<file path="config.mk">
export PLATFORM = sky130hd
export DESIGN_NAME = lsu
export DESIGN_NICKNAME = d
export VERILOG_FILES = /design/src/rtl/lsu.sv
export SDC_FILE = /design/constraint.sdc
export NUM_CORES = 1
export LEC_CHECK = 0
export CORE_MARGIN = 8
export CORE_UTILIZATION = 30
export DETAILED_ROUTE_END_ITERATION = 10
export HOLD_SLACK_MARGIN = 0.03
export PLACE_DENSITY_LB_ADDON = 0.3
export REMOVE_ABC_BUFFERS = 1
export SLEW_MARGIN = 20
export SYNTH_ARGS = -nofsm -noshare
export SYNTH_HDL_FRONTEND = slang
export SYNTH_SLANG_ARGS = --single-unit
</file>
<file path="constraint.sdc">
create_clock -name clk -period 2.7 [get_ports clk]
set_input_delay 0.54 -clock clk [delete_from_list [all_inputs] [get_ports clk]]
set_output_delay 0.54 -clock clk [all_outputs]
set_load 0.05 [all_outputs]
</file>
<file path="src/rtl/lsu.sv">
// Load/store unit: accepts one memory op from execute, runs it over a req/ack bus,
// and returns extended load data or a single-cycle exception pulse.
module lsu #(
    parameter  int MEM_TIMEOUT = 255,
    localparam int REG_LEN     = 32
) (
    input  logic               clk,
    input  logic               rst_n,
    input  logic               req_valid,
    output logic               req_ready,
    input  logic               req_we,
    input  logic [2:0]         req_funct3,
    input  logic [REG_LEN-1:0] req_addr,
    input  logic [REG_LEN-1:0] req_wdata,
    input  logic [4:0]         req_rd,
    output logic               mem_req,
    output logic               mem_we,
    output logic [REG_LEN-1:0] mem_addr,
    output logic [3:0]         mem_be,
    output logic [REG_LEN-1:0] mem_wdata,
    input  logic               mem_ack,
    input  logic [REG_LEN-1:0] mem_rdata,
    output logic               wb_valid,
    output logic [4:0]         wb_rd,
    output logic [REG_LEN-1:0] wb_data,
    output logic               exc_misaligned,
    output logic               exc_bus_err,
    output logic [REG_LEN-1:0] exc_addr
);

    typedef enum logic {IDLE, BUSY} state_t;

    localparam logic [7:0] TIMEOUT_LAST = 8'(MEM_TIMEOUT - 1);

    state_t               state, state_next;
    logic [7:0]           cnt;
    logic                 lat_we;
    logic [2:0]           lat_funct3;
    logic [REG_LEN-1:0]   lat_addr;
    logic [4:0]           lat_rd;

    logic                 accept, misaligned, illegal, bad_req;
    logic                 done_ack, timeout;
    logic [3:0]           be_calc;
    logic [REG_LEN-1:0]   wdata_calc, load_shift, load_ext;

    assign req_ready = (state == IDLE);
    assign accept    = req_valid && req_ready;
    assign bad_req   = misaligned || illegal;

    // NOTE: every always_comb output gets a default first so no path leaves it
    // unassigned; otherwise synthesis infers a latch.
    always_comb begin
        misaligned = 1'b0;
        case (req_funct3[1:0])
            2'b01:   misaligned = req_addr[0];
            2'b10:   misaligned = |req_addr[1:0];
            default: misaligned = 1'b0;
        endcase
        if (req_we)
            illegal = (req_funct3 >= 3'b011);
        else
            illegal = (req_funct3 == 3'b011) || (req_funct3[2:1] == 2'b11);
    end

    // Stores replicate the datum across lanes; the byte enables pick the target.
    always_comb begin
        be_calc    = 4'b1111;
        wdata_calc = '0;
        if (req_we) begin
            case (req_funct3[1:0])
                2'b00: begin
                    be_calc    = 4'b0001 << req_addr[1:0];
                    wdata_calc = {4{req_wdata[7:0]}};
                end
                2'b01: begin
                    be_calc    = 4'b0011 << {req_addr[1], 1'b0};
                    wdata_calc = {2{req_wdata[15:0]}};
                end
                default: wdata_calc = req_wdata;
            endcase
        end
    end

    assign load_shift = mem_rdata >> {lat_addr[1:0], 3'b000};

    always_comb begin
        case (lat_funct3)
            3'b000:  load_ext = {{24{load_shift[7]}}, load_shift[7:0]};
            3'b001:  load_ext = {{16{load_shift[15]}}, load_shift[15:0]};
            3'b100:  load_ext = {24'b0, load_shift[7:0]};
            3'b101:  load_ext = {16'b0, load_shift[15:0]};
            default: load_ext = load_shift;
        endcase
    end

    // Ack is tested before the counter so a same-cycle ack beats the timeout.
    always_comb begin
        state_next = state;
        done_ack   = 1'b0;
        timeout    = 1'b0;
        case (state)
            IDLE: if (accept && !bad_req) state_next = BUSY;
            BUSY: begin
                if (mem_ack) begin
                    done_ack   = 1'b1;
                    state_next = IDLE;
                end else if (cnt == TIMEOUT_LAST) begin
                    timeout    = 1'b1;
                    state_next = IDLE;
                end
            end
            default: state_next = IDLE;
        endcase
    end

    // NOTE: sequential state uses non-blocking assignments so every register
    // samples pre-edge values regardless of statement order.
    always_ff @(posedge clk or negedge rst_n) begin
        if (!rst_n) state <= IDLE;
        else        state <= state_next;
    end

    always_ff @(posedge clk or negedge rst_n) begin
        if (!rst_n) begin
            cnt            <= '0;
            lat_we         <= 1'b0;
            lat_funct3     <= '0;
            lat_addr       <= '0;
            lat_rd         <= '0;
            mem_req        <= 1'b0;
            mem_we         <= 1'b0;
            mem_addr       <= '0;
            mem_be         <= '0;
            mem_wdata      <= '0;
            wb_valid       <= 1'b0;
            wb_rd          <= '0;
            wb_data        <= '0;
            exc_misaligned <= 1'b0;
            exc_bus_err    <= 1'b0;
            exc_addr       <= '0;
        end else begin
            wb_valid       <= 1'b0;
            exc_misaligned <= 1'b0;
            exc_bus_err    <= 1'b0;

            if (accept) begin
                if (bad_req) begin
                    exc_misaligned <= 1'b1;
                    exc_addr       <= req_addr;
                end else begin
                    lat_we     <= req_we;
                    lat_funct3 <= req_funct3;
                    lat_addr   <= req_addr;
                    lat_rd     <= req_rd;
                    cnt        <= '0;
                    mem_req    <= 1'b1;
                    mem_we     <= req_we;
                    mem_addr   <= {req_addr[REG_LEN-1:2], 2'b00};
                    mem_be     <= be_calc;
                    mem_wdata  <= wdata_calc;
                end
            end

            if (done_ack) begin
                mem_req <= 1'b0;
                if (!lat_we) begin
                    wb_valid <= 1'b1;
                    wb_rd    <= lat_rd;
                    wb_data  <= load_ext;
                end
            end else if (timeout) begin
                mem_req     <= 1'b0;
                exc_bus_err <= 1'b1;
                exc_addr    <= lat_addr;
            end else if (state == BUSY) begin
                cnt <= cnt + 8'd1;
            end
        end
    end

endmodule

</file>
==> metrics <==
core area=25980 µm²; commonest non-fill, non-tap cell in the layout=clkdlybuf4s50_1; Hold Violations, Final=0; top cell type's share of synthesized area=0.5016; CTS max path bufs=2; PwrDens=1050 nW/µm²; worst setup path class=flip-flop to output pin; worst slew pin tran=0.6195 ns; Yosys reg bits=159; Pre-Repair DR Iteration Count=4; required time at the worst-slack endpoint=2.16 ns; P_leak=4.721 nW; GP Congestion=0.7877; CP max stage cell=clkdlybuf4s50_1; CP cell instances=inv_1 -> clkdlybuf4s50_1; Cells after Synth=754; CTS sink cnt=159; fin cells=1315; Die ar.=31900 µm²; largest net degree at the start of global routing=86; Slew Viols, Final=0; initial drt markers=461; share of cells above drive strength 1=0.1092; Max IR drop VDD=0.6790 mV; CP Data Arrival Time=1.80 ns; Setup Skew=0.01400 ns; Rows=59; root buffer cell=clkbuf_16; Final ANT Viol Nets=0; Fin Hold WS=0.4605 ns; normalized max-slew margin=0.5850; first-pass GRT wire length=40.10 mm; Seq/Total Area, Yosys=0.5016; synth warn=0; Cell variety after synth=49; wire length per cell=19.58 µm; CTS buffer count=17; final worst path period need=2.340 ns; final core occ=0.4357; Placed Cells=1283; CTS tree=done; crit-path max FO=6; Synth async-reset ratio=1.000; mapped cell area=7933 µm²; WL final=25.75 mm; routed vias=6603; Avg Inst Size Synth=10.52 µm²; Diodes inserted=0; fmax=427.3 MHz; gr usage total=0.1597; top post-synthesis cells by area=dfrtp_1 (50%), o21ai_0 (4.4%), a311o_1 (4.0%), and2_1 (3.8%), mux2i_1 (3.5%); initial antenna violation count=0; nets@finish=1083; commonest cells after routing, fill and taps aside=clkdlybuf4s50_1 (248), dfrtp_1 (159), o21ai_0 (70); # setup viols final=0; IO buf count=249; RSZ-0062 raised after global routing=false; Post-DP HPWL=17.83 mm; I/O pins=252; Die X-Extent=178.6 µm; clk slew on worst S/H paths=0.06 ns; Hold Path Class=flip-flop to flip-flop; vias in the first global route=6834; Startpoint Class=flip-flop; post-CTS setup repair buffer count=0; synthesis-to-finish area growth=42.71%; max_cap viols=0; largest area contributor in the netlist=dfrtp_1; H-tree levels=4; run status=completed; CP max stage delay=0.81 ns; Pwr Total=11.88 mW; Post-synth EDFFs=0; ys flop type=dfrtp_1; Worst setup EP type=output pin; drt via density=5.021; clock latency on the worst-skew pair=0.42 ns; DRC Markers=0; Final period util=0.8668; Die Y=178.6 µm; initial core utilization=0.3053; Remaining Overflow, GRT=0
[synth_stat cells (all sizes together), types with 3 or more instances]
cell and instances:
clkbuf 29, nor2b 11, a311o 32, a21oi 49, inv 8, nand3 3
a211oi 7, nand2 65, and2 48, a22o 8, o31ai 24, buf 60
mux2i 29, o211ai 10, mux2 48, or2 3, dfrtp 159, nor2 48
o22a 17, o21a 3, o21ai 75, ha 6
[where the power goes]
group,switching [mW],leakage (nW),internal [mW]
sequential,0.477,1.95,3.13
combinational,3.70,2.49,2.06
clock,1.03,0.282,1.48
total,5.21,4.72,6.67
[repair_timing]
action                                  in CTS  in global routing
resized for setup                            0                  0
hold endpoints to repair                     9                  0
endpoints found under the setup margin       0                  0
hold buffers                                 1                  0
[layout make-up]
class | count | area [µm²]
multi-input cells | 499 | 3426
fillers | 2486 | 14660
well taps | 335 | 419.2
flip-flops and latches | 159 | 3979
clock buffers | 19 | 442.9
inverters | 8 | 30.03
clock inverters | 12 | 160.2
repair buffers | 283 | 2864
[state kept, by name (all words and copies together), names as in the netlist]
register / flops
cnt: 8
lat_funct3: 3
wb_data: 32
exc_addr: 32
lat_addr: 32
lat_rd: 5
exc_misaligned: 1
wb_valid: 1
wb_rd: 5
mem_wdata: 32
state: 1
mem_req: 1
mem_be: 4
exc_bus_err: 1
lat_we: 1
[cells by family after synthesis]
family	count (synthesis)	share of synthesized area
buffers and inverters	97	0.06893
and+or+nand+nor	185	0.1118
other	1	0.0004727
muxes	78	0.1128
adders and majority gates	6	0.009463
DFF	159	0.5016
AOI/OAI and AO/OA	228	0.1950
[routing by layer]
metal  track usage  vias to the layer above  share of wire
met5             0                        -              0
met1        0.2060                     3267           0.44
li1              -                     3091              -
met3       0.04191                       26          0.073
met4       0.04995                        0          0.017
met2        0.2576                      219           0.47
[path summary, 6_finish.rpt]
check | from | to | slack [ns] | cells past startpoint
max in group asynchronous | rst_n | lat_addr[28] | 1.50 | 3
worst min-delay path | lat_rd[2] | wb_rd[2] | 0.46 | 2
min in group asynchronous | rst_n | wb_rd[0] | 0.50 | 2
worst max register to register | cnt[0] | exc_addr[28] | 0.73 | 8
worst max-delay path | state | req_ready | 0.36 | 2
worst min register to register | lat_rd[2] | wb_rd[2] | 0.46 | 2
[worst max-delay path, delay by kind of cell, from the launching register on]
kind	cells	cell delay (ns)
buffers and inverters	2	0.90
flip-flops	1	0.48
[metrics by stage]
step           setup slack [ns]  area [µm²]  TNS, ns
2_1_floorplan            -1.168        7420   -93.51
4_1_cts                  0.3413       11320        0
6_report                 0.3597       11320        0
5_1_grt                  0.2612       11320        0
3_3_place_gp            0.01547       10710        0
3_5_place_dp           -0.04196       10710   -1.428
Note: power is estimated with default switching activity, not from simulation.
